[config.mk]
export PLATFORM = sky130hd
export DESIGN_NAME = wb_port_arbiter
export DESIGN_NICKNAME = d
export VERILOG_FILES = /design/src/rtl/wb_port_arbiter.sv
export SDC_FILE = /design/constraint.sdc
export NUM_CORES = 1
export LEC_CHECK = 0
export CORE_MARGIN = 2
export CORE_UTILIZATION = 40
export DETAILED_ROUTE_END_ITERATION = 10
export DONT_BUFFER_PORTS = 1
export GPL_ROUTABILITY_DRIVEN = 0
export SETUP_SLACK_MARGIN = 0.02
export SLEW_MARGIN = 30
export SYNTH_ARGS = -nofsm -noshare
export SYNTH_HDL_FRONTEND = slang
export SYNTH_SLANG_ARGS = --single-unit
export TNS_END_PERCENT = 100
[constraint.sdc]
create_clock -name clk -period 4.9 [get_ports clk]
set_clock_uncertainty 0.05 [all_clocks]
set_input_delay 0.98 -clock clk [delete_from_list [all_inputs] [get_ports clk]]
set_output_delay 0.98 -clock clk [all_outputs]
set_load 0.05 [all_outputs]
[src/rtl/wb_port_arbiter.sv]
// Shares one register-file write port between the MEM/WB pipe and a FIFO of long-latency results.
// Optional starvation guard is enabled by defining WB_ARB_STARVE_GUARD_EN.
module wb_port_arbiter #(
  parameter int QDEPTH       = 2,
  parameter int STARVE_LIMIT = 4
) (
  input  logic                    clk,
  input  logic                    reset,
  input  logic                    pipe_RegWrite,
  input  logic [4:0]              pipe_rd,
  input  logic [63:0]             pipe_data,
  input  logic                    mdu_valid,
  input  logic [4:0]              mdu_rd,
  input  logic [63:0]             mdu_data,
  output logic                    mdu_ready,
  output logic                    pipe_stall,
  output logic                    rf_we,
  output logic [4:0]              rf_rd,
  output logic [63:0]             rf_wdata,
  output logic [$clog2(QDEPTH):0] q_count
);

  localparam int AW = $clog2(QDEPTH);
  localparam int CW = AW + 1;
  localparam logic [CW-1:0] DEPTH_C = CW'(QDEPTH);
  localparam logic [CW-1:0] CNT_ONE = CW'(1);
  localparam logic [AW-1:0] PTR_ONE = AW'(1);

  localparam logic [1:0] GNT_IDLE  = 2'd0;
  localparam logic [1:0] GNT_PIPE  = 2'd1;
  localparam logic [1:0] GNT_QUEUE = 2'd2;

  logic [4:0]    q_rd   [QDEPTH];
  logic [63:0]   q_data [QDEPTH];
  logic [AW-1:0] wr_ptr_r;
  logic [AW-1:0] rd_ptr_r;

  logic       q_nonempty_s;
  logic       pipe_active_s;
  logic       forced_s;
  logic       push_s;
  logic       pop_s;
  logic [1:0] grant_s;
  logic [4:0] head_rd_s;

  assign q_nonempty_s  = (q_count != {CW{1'b0}});
  assign pipe_active_s = pipe_RegWrite && (pipe_rd != 5'd0);
  assign mdu_ready     = (q_count < DEPTH_C);
  assign push_s        = mdu_valid && mdu_ready;
  assign pop_s         = (grant_s == GNT_QUEUE);
  assign head_rd_s     = q_rd[rd_ptr_r];

`ifdef WB_ARB_STARVE_GUARD_EN
  localparam int SW = $clog2(STARVE_LIMIT) + 1;
  localparam logic [SW-1:0] STARVE_MAX = SW'(STARVE_LIMIT - 1);
  localparam logic [SW-1:0] STARVE_ONE = SW'(1);

  logic [SW-1:0] starve_cnt_r;

  // Starvation counter: cycles the queue waited without a pop; saturates where it forces a grant.
  always_ff @(posedge clk or posedge reset) begin
    if (reset) begin
      starve_cnt_r <= {SW{1'b0}};
    end else if (!q_nonempty_s || pop_s) begin
      starve_cnt_r <= {SW{1'b0}};
    end else if (starve_cnt_r != STARVE_MAX) begin
      starve_cnt_r <= starve_cnt_r + STARVE_ONE;
    end else begin
      starve_cnt_r <= starve_cnt_r;
    end
  end

  assign forced_s   = q_nonempty_s && (starve_cnt_r == STARVE_MAX);
  assign pipe_stall = forced_s && pipe_active_s;
`else
  assign forced_s   = 1'b0;
  assign pipe_stall = 1'b0;
`endif

  // Grant selection: forced queue head, then pipe, then queue head; only registered queue state
  // is consulted, so a result pushed this cycle cannot be granted until the next one.
  always_comb begin
    grant_s = GNT_IDLE;
    if (forced_s) begin
      grant_s = GNT_QUEUE;
    end else if (pipe_active_s) begin
      grant_s = GNT_PIPE;
    end else if (q_nonempty_s) begin
      grant_s = GNT_QUEUE;
    end else begin
      grant_s = GNT_IDLE;
    end
  end

  // Queue pointers and occupancy.
  always_ff @(posedge clk or posedge reset) begin
    if (reset) begin
      wr_ptr_r <= {AW{1'b0}};
      rd_ptr_r <= {AW{1'b0}};
      q_count  <= {CW{1'b0}};
    end else begin
      wr_ptr_r <= push_s ? (wr_ptr_r + PTR_ONE) : wr_ptr_r;
      rd_ptr_r <= pop_s  ? (rd_ptr_r + PTR_ONE) : rd_ptr_r;
      case ({push_s, pop_s})
        2'b10:   q_count <= q_count + CNT_ONE;
        2'b01:   q_count <= q_count - CNT_ONE;
        default: q_count <= q_count;
      endcase
    end
  end

  // Queue storage; contents are meaningless while the pointers say empty, so no reset.
  always_ff @(posedge clk) begin
    if (push_s) begin
      q_rd[wr_ptr_r]   <= mdu_rd;
      q_data[wr_ptr_r] <= mdu_data;
    end
  end

  // Registered write port; popping an x0 result consumes the slot without a write.
  always_ff @(posedge clk or posedge reset) begin
    if (reset) begin
      rf_we    <= 1'b0;
      rf_rd    <= 5'd0;
      rf_wdata <= 64'd0;
    end else begin
      case (grant_s)
        GNT_PIPE: begin
          rf_we    <= 1'b1;
          rf_rd    <= pipe_rd;
          rf_wdata <= pipe_data;
        end
        GNT_QUEUE: begin
          if (head_rd_s != 5'd0) begin
            rf_we    <= 1'b1;
            rf_rd    <= head_rd_s;
            rf_wdata <= q_data[rd_ptr_r];
          end else begin
            rf_we    <= 1'b0;
            rf_rd    <= rf_rd;
            rf_wdata <= rf_wdata;
          end
        end
        default: begin
          rf_we    <= 1'b0;
          rf_rd    <= rf_rd;
          rf_wdata <= rf_wdata;
        end
      endcase
    end
  end

endmodule
== After elaboration in Yosys (flattened, before gate mapping) ==
Memories as Yosys holds them, arrays and structs flattened.
Cells that the tools add are included.
Storage, ports and cells
  register bits after elaboration: 74
  bits in latches: 0
  bits in writable memories: 138
  memory bits (read-only): 0
  input port bits: 142
  output and inout port bits: 74
  word-level logic and storage cells: 37
  memories kept: 2
Memory list
  q_data: words 2, bits a word 64, read ports 1, clocked after Yosys merged registers in 0, wr ports 1, line 34  | logic [63:0] q_data [QDEPTH];
  q_rd: words 2, bits a word 5, read ports 1, clocked after Yosys merged registers in 0, wr ports 1, line 33  | logic [4:0] q_rd [QDEPTH];
Cells by class
  add/subtract/negate cells: 4
  multipliers: 0
  divide/modulo/power cells: 0
  magnitude comparators: 1
  equality and inequality tests: 5
  shift operators: 0
  mux-type cells: 11
  bitwise operators: 0
  reductions and logical operators: 8
Operators by type and width (count)
  64-bit case mux with 2 select lines: 1
  64-bit two-way mux: 1
  5-bit case mux with 2 select lines: 1
  5-bit nonzero test: 2
  2-bit nonzero test: 3
  5-bit two-way mux: 1
  2-bit by 1-bit == test with 1-bit output (second input constant): 2
  2-bit == test (second input constant): 2
  2-bit two-way mux: 2
  2-bit case mux with 2 select lines: 1
  1-bit two-way mux: 3
  1-bit adder (second input constant): 2
  2-bit by 1-bit adder with 2-bit output (second input constant): 1
  1-bit logical AND: 2
  2-bit less-than comparator (second input constant): 1
  2-bit by 1-bit inequality test with 1-bit output (second input constant): 1
  1-bit case mux with 2 select lines: 1
  2-bit AND reduction: 1
  2-bit by 1-bit subtractor with 2-bit output (second input constant): 1

== Logic depth before layout (Yosys ltp) ==
Gate-level depths: netlist of run 1.
  word-level depth: 6
  gate-level depth with buffers: 7
  mapped depth without buffers: 6

== Least setup slack after synthesis of run 1 ==
Ideal clock, no wire load.
  path type: register to register
  start: reg q_count[1]
  end: mem q_data[0][0], enable pin
  library setup time: 0.497 ns
  data arrival time: 4.139 ns
  required time: 4.353 ns
  setup slack: 0.214 ns
  cell stages (with the launch flop): 4
  path buffers: 0
  period minus slack after synthesis: 4.686 ns
  path through: dfrtp_1 > inv_1 > nand2_1 > nor2_1
On the way
  word-level cells in the longest chain between the ends: 4
RTL lines
  start, declared: line 20  | output logic [$clog2(QDEPTH):0] q_count
  start signal, assigned: line 100  | q_count <= {CW{1'b0}};
  start signal, assigned: line 105  | 2'b10: q_count <= q_count + CNT_ONE;
  start signal, assigned: line 106  | 2'b01: q_count <= q_count - CNT_ONE;
  2-bit less-than comparator: line 48  | assign mdu_ready = (q_count < DEPTH_C);
  via mdu_ready: line 15  | output logic mdu_ready,
  1-bit logical AND: line 49  | assign push_s = mdu_valid && mdu_ready;
  1-bit two-way mux: line 114  | if (push_s) begin
  1-bit two-way mux (not written as such): line 116  | q_data[wr_ptr_r] <= mdu_data;
  end, declared: line 34
The timed path passes the listed nets, and every way through them passes these cells.

== Worst setup path after layout of run 1 ==
  start: reg rd_ptr_r
  end: reg rf_wdata[40]
On the way
  word-level cells in the longest chain between the ends: 4
  elaborated cells between the ends (all ways): 7
  classes of those cells: eq/ne: 1; mux: 2; reduce/logical: 2; memory: 2
RTL lines
  start, declared: line 36  | logic [AW-1:0] rd_ptr_r;
  start signal, assigned: line 99  | rd_ptr_r <= {AW{1'b0}};
  start signal, assigned: line 103  | rd_ptr_r <= pop_s ? (rd_ptr_r + PTR_ONE) : rd_ptr_r;
  memory read 2 x 5 bit
  5-bit nonzero test: line 134  | if (head_rd_s != 5'd0) begin
  2-bit by 1-bit inequality test with 1-bit output (no source line)
  2-bit AND reduction (no source line)
  end signal, assigned: line 131  | rf_wdata <= pipe_data;
  end signal, assigned: line 137  | rf_wdata <= q_data[rd_ptr_r];
  end signal, assigned: line 141  | rf_wdata <= rf_wdata;
  end, declared: line 19  | output logic [63:0] rf_wdata,
Parallel ways exist; a longest one is shown, timed or not. The select of a mux whose other input is x is not followed.
A chain may end at the register's enable or synchronous reset.

==> results of run 1 <==
## area by class of cell
| class | instances | share of cell area [%] |
|---|---|---|
| inverters | 3 | 0.1258 |
| clock inverters | 11 | 0.7923 |
| multi-input cells | 366 | 27.31 |
| flip-flops and latches | 212 | 60.30 |
| well taps | 280 | 3.521 |
| repair buffers | 11 | 1.559 |
| clock buffers | 31 | 6.388 |
## synth_stat cells
library cell / instances / area share [%]
o21ai_2: 56 / 5.5
and3_1: 1 / 0.070
o31a_1: 1 / 0.098
o41ai_4: 1 / 0.31
or2_2: 1 / 0.070
buf_2: 19 / 1.1
a21oi_2: 1 / 0.098
mux2_2: 7 / 0.88
o22ai_1: 1 / 0.070
a21oi_1: 70 / 3.9
buf_6: 7 / 0.88
buf_4: 1 / 0.084
clkbuf_1: 21 / 0.88
o41ai_1: 5 / 0.49
dfrtp_1: 74 / 21
nor3b_1: 1 / 0.084
mux2i_1: 67 / 7.5
o21bai_1: 1 / 0.084
edfxtp_1: 138 / 46
inv_1: 3 / 0.13
or3_4: 1 / 0.13
nand2_1: 65 / 2.7
a32o_1: 2 / 0.22
ha_1: 1 / 0.14
nor3_1: 1 / 0.056
nor4_1: 1 / 0.070
conb_1: 1 / 0.042
xnor2_1: 4 / 0.39
buf_1: 4 / 0.17
a31o_2: 8 / 0.78
a31o_1: 56 / 5.5
nor2_1: 3 / 0.13
o21ai_0: 8 / 0.45
xor2_1: 1 / 0.098
nor4b_1: 1 / 0.098
## power breakdown
group          leakage [nW]  switching, W  total, W  internal [W]
logic                  1.15      0.000833   0.00146      0.000625
registers              2.14       0.00110   0.00347       0.00236
clock network         0.355      0.000670   0.00163      0.000960
## per-stage QoR
step                      total power, W  setup WS, ns  hold WS, ns
after floorplan                 0.004590        0.2144       0.4115
after global placement          0.004887         1.636       0.4896
after detailed placement        0.004967         1.769       0.4911
after CTS                       0.006609         1.738       0.4134
after global routing            0.006867         1.580       0.4403
final                           0.006553         1.774       0.3945
## kinds of logic (layout without fill, tap and decap cells)
family | after synthesis | in the layout
other | 1 | 1
DFF | 212 | 212
muxes | 74 | 74
AOI/OAI and AO/OA | 210 | 210
buffers and inverters | 55 | 56
xor gates and xnor gates | 5 | 5
adders and majority gates | 1 | 1
and+or+nand+nor | 75 | 75
## metal layers
metal | vias to the layer above | share of wire, %
met2 | 151 | 52
met5 | - | 0
met3 | 27 | 7.6
met1 | 2590 | 39
met4 | 0 | 1.9
li1 | 2366 | -
## worst paths after layout
check / startpoint / end / slack, ns
worst min register to register: wr_ptr_r / wr_ptr_r / 0.50
max in group asynchronous: reset / rf_wdata[19] / 3.35
worst max register to register: rd_ptr_r / rf_wdata[40] / 1.77
worst max-delay path: rd_ptr_r / rf_wdata[40] / 1.77
worst min-delay path: reset / rf_wdata[62] / 0.39
min in group clk: wr_ptr_r / wr_ptr_r / 0.50
## registers in the layout, indices dropped and copies added (netlist names)
register and count:
rd_ptr_r 1, rf_we 1, wr_ptr_r 1, rf_rd 5
q_data 128, rf_wdata 64, q_rd 10, q_count 2
## critical path: stages, from the launching register on
cell     delay, ns
dfrtp_4       0.84
nor4_1        0.20
o22ai_4       0.21
buf_4         0.53
buf_4         0.67
a31o_2        0.29
o21ai_0       0.08
==> summary.md, run 1 <==
| Metric | Value |
|---|---|
| Status | `complete, no violations` |
| Tot GR Track Use | `16.12%` |
| First-pass GRT wire length | `30550 um` |
| Largest family of logic cells by synthesized area | `compound AO/OA/AOI/OAI gates` |
| Final wirelength | `19800 um` |
| Setup TNS | `0 ns` |
| Hold buffer count at cts | `0` |
| Crit path DAT | `3.45 ns` |
| Hold Vio Cnt, Final | `0` |
| Sequential element share of the synthesized area | `66.90%` |
| Non-filler cells, final | `914` |
| IO Pins | `216` |
| Sequential cell area | `6000 um^2` |
| CTS root buffer | `clkbuf_16` |
| Final Util | `45.45%` |
| XOR/XNOR share of the synthesized area | `0.4886%` |
| Synth Area in Simple Gates | `3.420%` |
| Post-synthesis mux area share | `8.362%` |
| F_max | `0.3199 GHz` |
| Setup-failing EPs final | `0` |
| Core Footprint | `21890 um^2` |
| Post-Syn Instances | `633` |
| Post-CTS sizing | `0` |
| CTS buffer count | `23` |
| Adder-cell area share of the yosys netlist | `0.1396%` |
| Dpl cells | `870` |
| Worst-path fanout max | `68` |
| Most Crowded Layer GR | `met2` |
| # rows | `54` |
| DRT Pass-1 Iters | `7` |
| Period utilisation layout | `63.80%` |
| DRT iter0 DRCs | `332` |
| Most common cell after layout, fill and taps aside | `edfxtp_1` |
| Vias | `5134` |
| Number of global-route vias before repair | `5341` |
| Clk buf depth | `3` |
| Sink Count | `212` |
| Post-CTS Setup Bufs | `0` |
| Routing usage on met1 | `19.03%` |
| Fin nets | `760` |
| Antenna violations before repair | `0` |
| Setup CP Type | `reg -> reg` |
| Worst-skew pair later-pin latency | `0.50 ns` |
| Synth Area in Compound Gates | `17.45%` |
| ANT cells | `0` |
| Area of the multi-input gates | `2718 um^2` |
| Area Growth Syn to Fin | `11.01%` |
| Avg Cell Area, Syn | `14.16 um^2` |
| Most frequent cells in the layout | `edfxtp_1, dfrtp_1, a21oi_1` |
| ANT nets after route | `0` |
| Max VDD drop | `0.0003869 V` |
| Syn_nets | `776` |
| Filler Cell Count | `1977` |
| Fin. max-slew vios | `0` |
| Die H | `153.7 um` |
| Final HPWL from detailed placement | `12820 um` |
| Worst-Margin Slew | `0.7483 ns` |
| Startpoint types | `flop` |
| Pwr dens | `658.7 nW/um^2` |
| Routing usage on met3 | `5.045%` |
| Grt ovf | `0` |
| Reg2reg path depth | `6` |
| Met2 Use GR | `28.53%` |
| Hold WC Path Type | `in -> async` |
| I/O Buffers | `0` |
| Initial core utilization | `40.94%` |
| Share of cells above drive strength 1 | `19.72%` |
| Yosys warnings | `0` |
| CP Data Required Time | `5.22 ns` |
| Flops & latches, synth | `212` |
| Mapped cell area | `8962 um^2` |
| Vias per cell | `5.617` |
| Netlist cell types | `35` |
| Max-Cap Viols | `0` |
| CTS tree | `yes` |
| DRC | `0` |
| Clk slew on worst S/H paths | `0.06 ns` |
| Rel. slew slack | `50.12%` |
| Leak Pwr | `3.649 nW` |
| Min Tclk post-route | `3.126 ns` |
| Wire length per cell | `21.66 um` |
| DIE AREA | `23620 um^2` |
| H-tree depth reported by CTS | `1` |
| Pin count of the biggest net entering global routing | `71` |
| Unrepaired setup endpoints after global routing | `no` |
| Die X-Extent | `153.7 um` |
| Dpl cell area | `9193 um^2` |
| CP Capture Type | `flop` |
| Post-route cell area | `9950 um^2` |
Power figures use the tool's default switching activity.
==> run 2: changes to the inputs <==
- clock period: 4.9 -> 2.6 ns (I/O delays scaled with it)
==> run 2 against run 1 <==
Clock power is 82% higher. Fmax is 45% higher. Utilization is 0.097 points lower. Die area stayed put. Sequential share of layout area is 0.14 points higher. First-iteration DRC count is 2.4% higher. Via count is 1.3% higher. Clock-buffer cell count is 4 higher. Sequential power is 84% higher. Critical path type unchanged. Critical endpoint is now rf_wdata[35]. Largest cell class unchanged.
==> summary.md, run 2 (same netlist as run 1, synthesis figures left out) <==
| Metric | Value |
|---|---|
| CP Data Required Time | `2.98 ns` |
| Clk slew on worst S/H paths | `0.06 ns` |
| Setup-failing EPs final | `0` |
| Pin count of the biggest net entering global routing | `78` |
| Vias | `5200` |
| Hold WC Path Type | `in -> reg` |
| Reg with most FFs | `q_data` |
| Largest register FFs | `128` |
| Non-filler cells, final | `918` |
| Crit path DAT | `2.54 ns` |
| Final HPWL from detailed placement | `12260 um` |
| Period utilisation layout | `82.99%` |
| F_max | `0.4635 GHz` |
| Worst-path fanout max | `32` |
| Top flop regs | `q_data (128), rf_wdata (64), q_rd (10)` |
| ANT nets after route | `0` |
| Hold path startpoint | `mdu_data[0]` |
| Setup TNS | `0 ns` |
| Worst-Margin Slew | `0.7626 ns` |
| FF-to-FF setup slack | `0.44 ns` |
| Antenna violations before repair | `0` |
| Pwr dens | `1233 nW/um^2` |
| CTS tree | `yes` |
| Initial core utilization | `40.94%` |
| # rows | `54` |
| Total power | `0.01225 W` |
| Sink Count | `212` |
| Wl on met1 | `7319 um` |
| WP buf/inv | `2` |
| Wire length on met3 | `1532 um` |
| Most common cell after layout, fill and taps aside | `edfxtp_1` |
| DR top layer | `met4` |
| H-tree depth reported by CTS | `1` |
| CP peak stage delay | `0.50 ns` |
| Final Util | `45.35%` |
| Wire length per cell | `20.92 um` |
| Max VDD drop | `0.0005197 V` |
| Tot GR Track Use | `15.84%` |
| Fin nets | `764` |
| DRC | `0` |
| CP max-delay cell | `dfrtp_4` |
| Post-CTS Setup Bufs | `0` |
| Die H | `153.7 um` |
| Post-CTS sizing | `0` |
| WHS Endpoint | `q_data[0][0]` |
| Dpl cells | `875` |
| DRT Pass-1 Iters | `4` |
| Number of global-route vias before repair | `5388` |
| Metal2 WL | `9763 um` |
| WHS Path Cells | `0` |
| CP Cell Sequence | `nor4_1 -> o22ai_4 -> buf_4 -> buf_4 -> a31o_1 -> o21ai_2` |
| Top delay family on crit path | `buffers and inverters` |
| DIE AREA | `23620 um^2` |
| I/O Buffers | `0` |
| Max-Cap Viols | `0` |
| Worst path depth | `6` |
| Post-route cell area | `9928 um^2` |
| Reg2reg path depth | `6` |
| Grt ovf | `0` |
| Die X-Extent | `153.7 um` |
| Status | `complete, no violations` |
| Vias per cell | `5.664` |
| Filler Cell Count | `1948` |
| R2r endpoint | `rf_wdata[35]` |
| Leak Pwr | `3.628 nW` |
| Core Footprint | `21890 um^2` |
| IO Pins | `216` |
| CTS buffer count | `23` |
| Clk buf depth | `3` |
| Worst r2r src | `rd_ptr_r` |
| CP Capture Type | `flop` |
| DRT iter0 DRCs | `340` |
| CP dominant cell by count | `buf_4` |
| Hold Vio Cnt, Final | `0` |
| Startpoint types | `flop` |
| Most frequent cells in the layout | `edfxtp_1, dfrtp_1, a21oi_1` |
| Fin. max-slew vios | `0` |
| Worst-skew pair later-pin latency | `0.50 ns` |
| Sequential cell area | `6001 um^2` |
| ANT cells | `0` |
| Rel. slew slack | `49.16%` |
| Area of the multi-input gates | `2710 um^2` |
| CTS root buffer | `clkbuf_16` |
| Share of cells above drive strength 1 | `19.91%` |
| Setup CP Type | `reg -> reg` |
| First-pass GRT wire length | `30250 um` |
| Final wirelength | `19210 um` |
| Min Tclk post-route | `2.158 ns` |
| Area Growth Syn to Fin | `10.78%` |
| Dpl cell area | `9233 um^2` |
| Hold buffer count at cts | `1` |
| Unrepaired setup endpoints after global routing | `no` |
==> run 2: worst reg2reg max path: cells and delay by family, from the launching register on <==
kind | cells | cell delay (ns)
compound gates | 3 | 0.52
buf+inv | 2 | 0.55
flops | 1 | 0.50
simple gates | 1 | 0.47
==> run 2: layer usage <==
metal	GRT usage, %	up-vias
met5	0	-
met4	6.073	0
met3	4.481	41
li1	-	2371
met2	27.26	196
met1	18.89	2592
==> run 2: layout make-up <==
cell class	instances	share of cell area [%]
Clock inverter	7	0.3529
Multi-Input combinational cell	366	27.30
Clock buffer	35	6.553
Tap cell	280	3.529
Timing Repair Buffer	15	1.664
Inverter	3	0.1638
Sequential cell	212	60.44
==> run 2: power breakdown <==
part,internal [W],leakage (nW),switching (W)
Combinational,0.00119,1.15,0.00171
Sequential,0.00446,2.14,0.00193
Clock,0.00172,0.337,0.00125
==> run 2: through the flow <==
stage	hold WS [ns]	setup slack (ns)
after floorplan	0.4650	-0.01731
after global placement	0.4897	0.4188
after detailed placement	0.5097	0.3886
after CTS	0.03371	0.4271
after global routing	0.02850	0.2656
final	0.05393	0.4424
==> run 2: how the worst max path moves through the flow <==
stage | from | to | slack, ns
finish | rd_ptr_r | rf_wdata[35] | 0.44
global route | rd_ptr_r | rf_wdata[43] | 0.27
CTS | rd_ptr_r | rf_rd[3] | 0.43
detailed placement | pipe_rd[1] | rf_wdata[43] | 0.39
global placement | pipe_rd[1] | rf_wdata[43] | 0.42
floorplan | reset | q_count[1] | -0.02
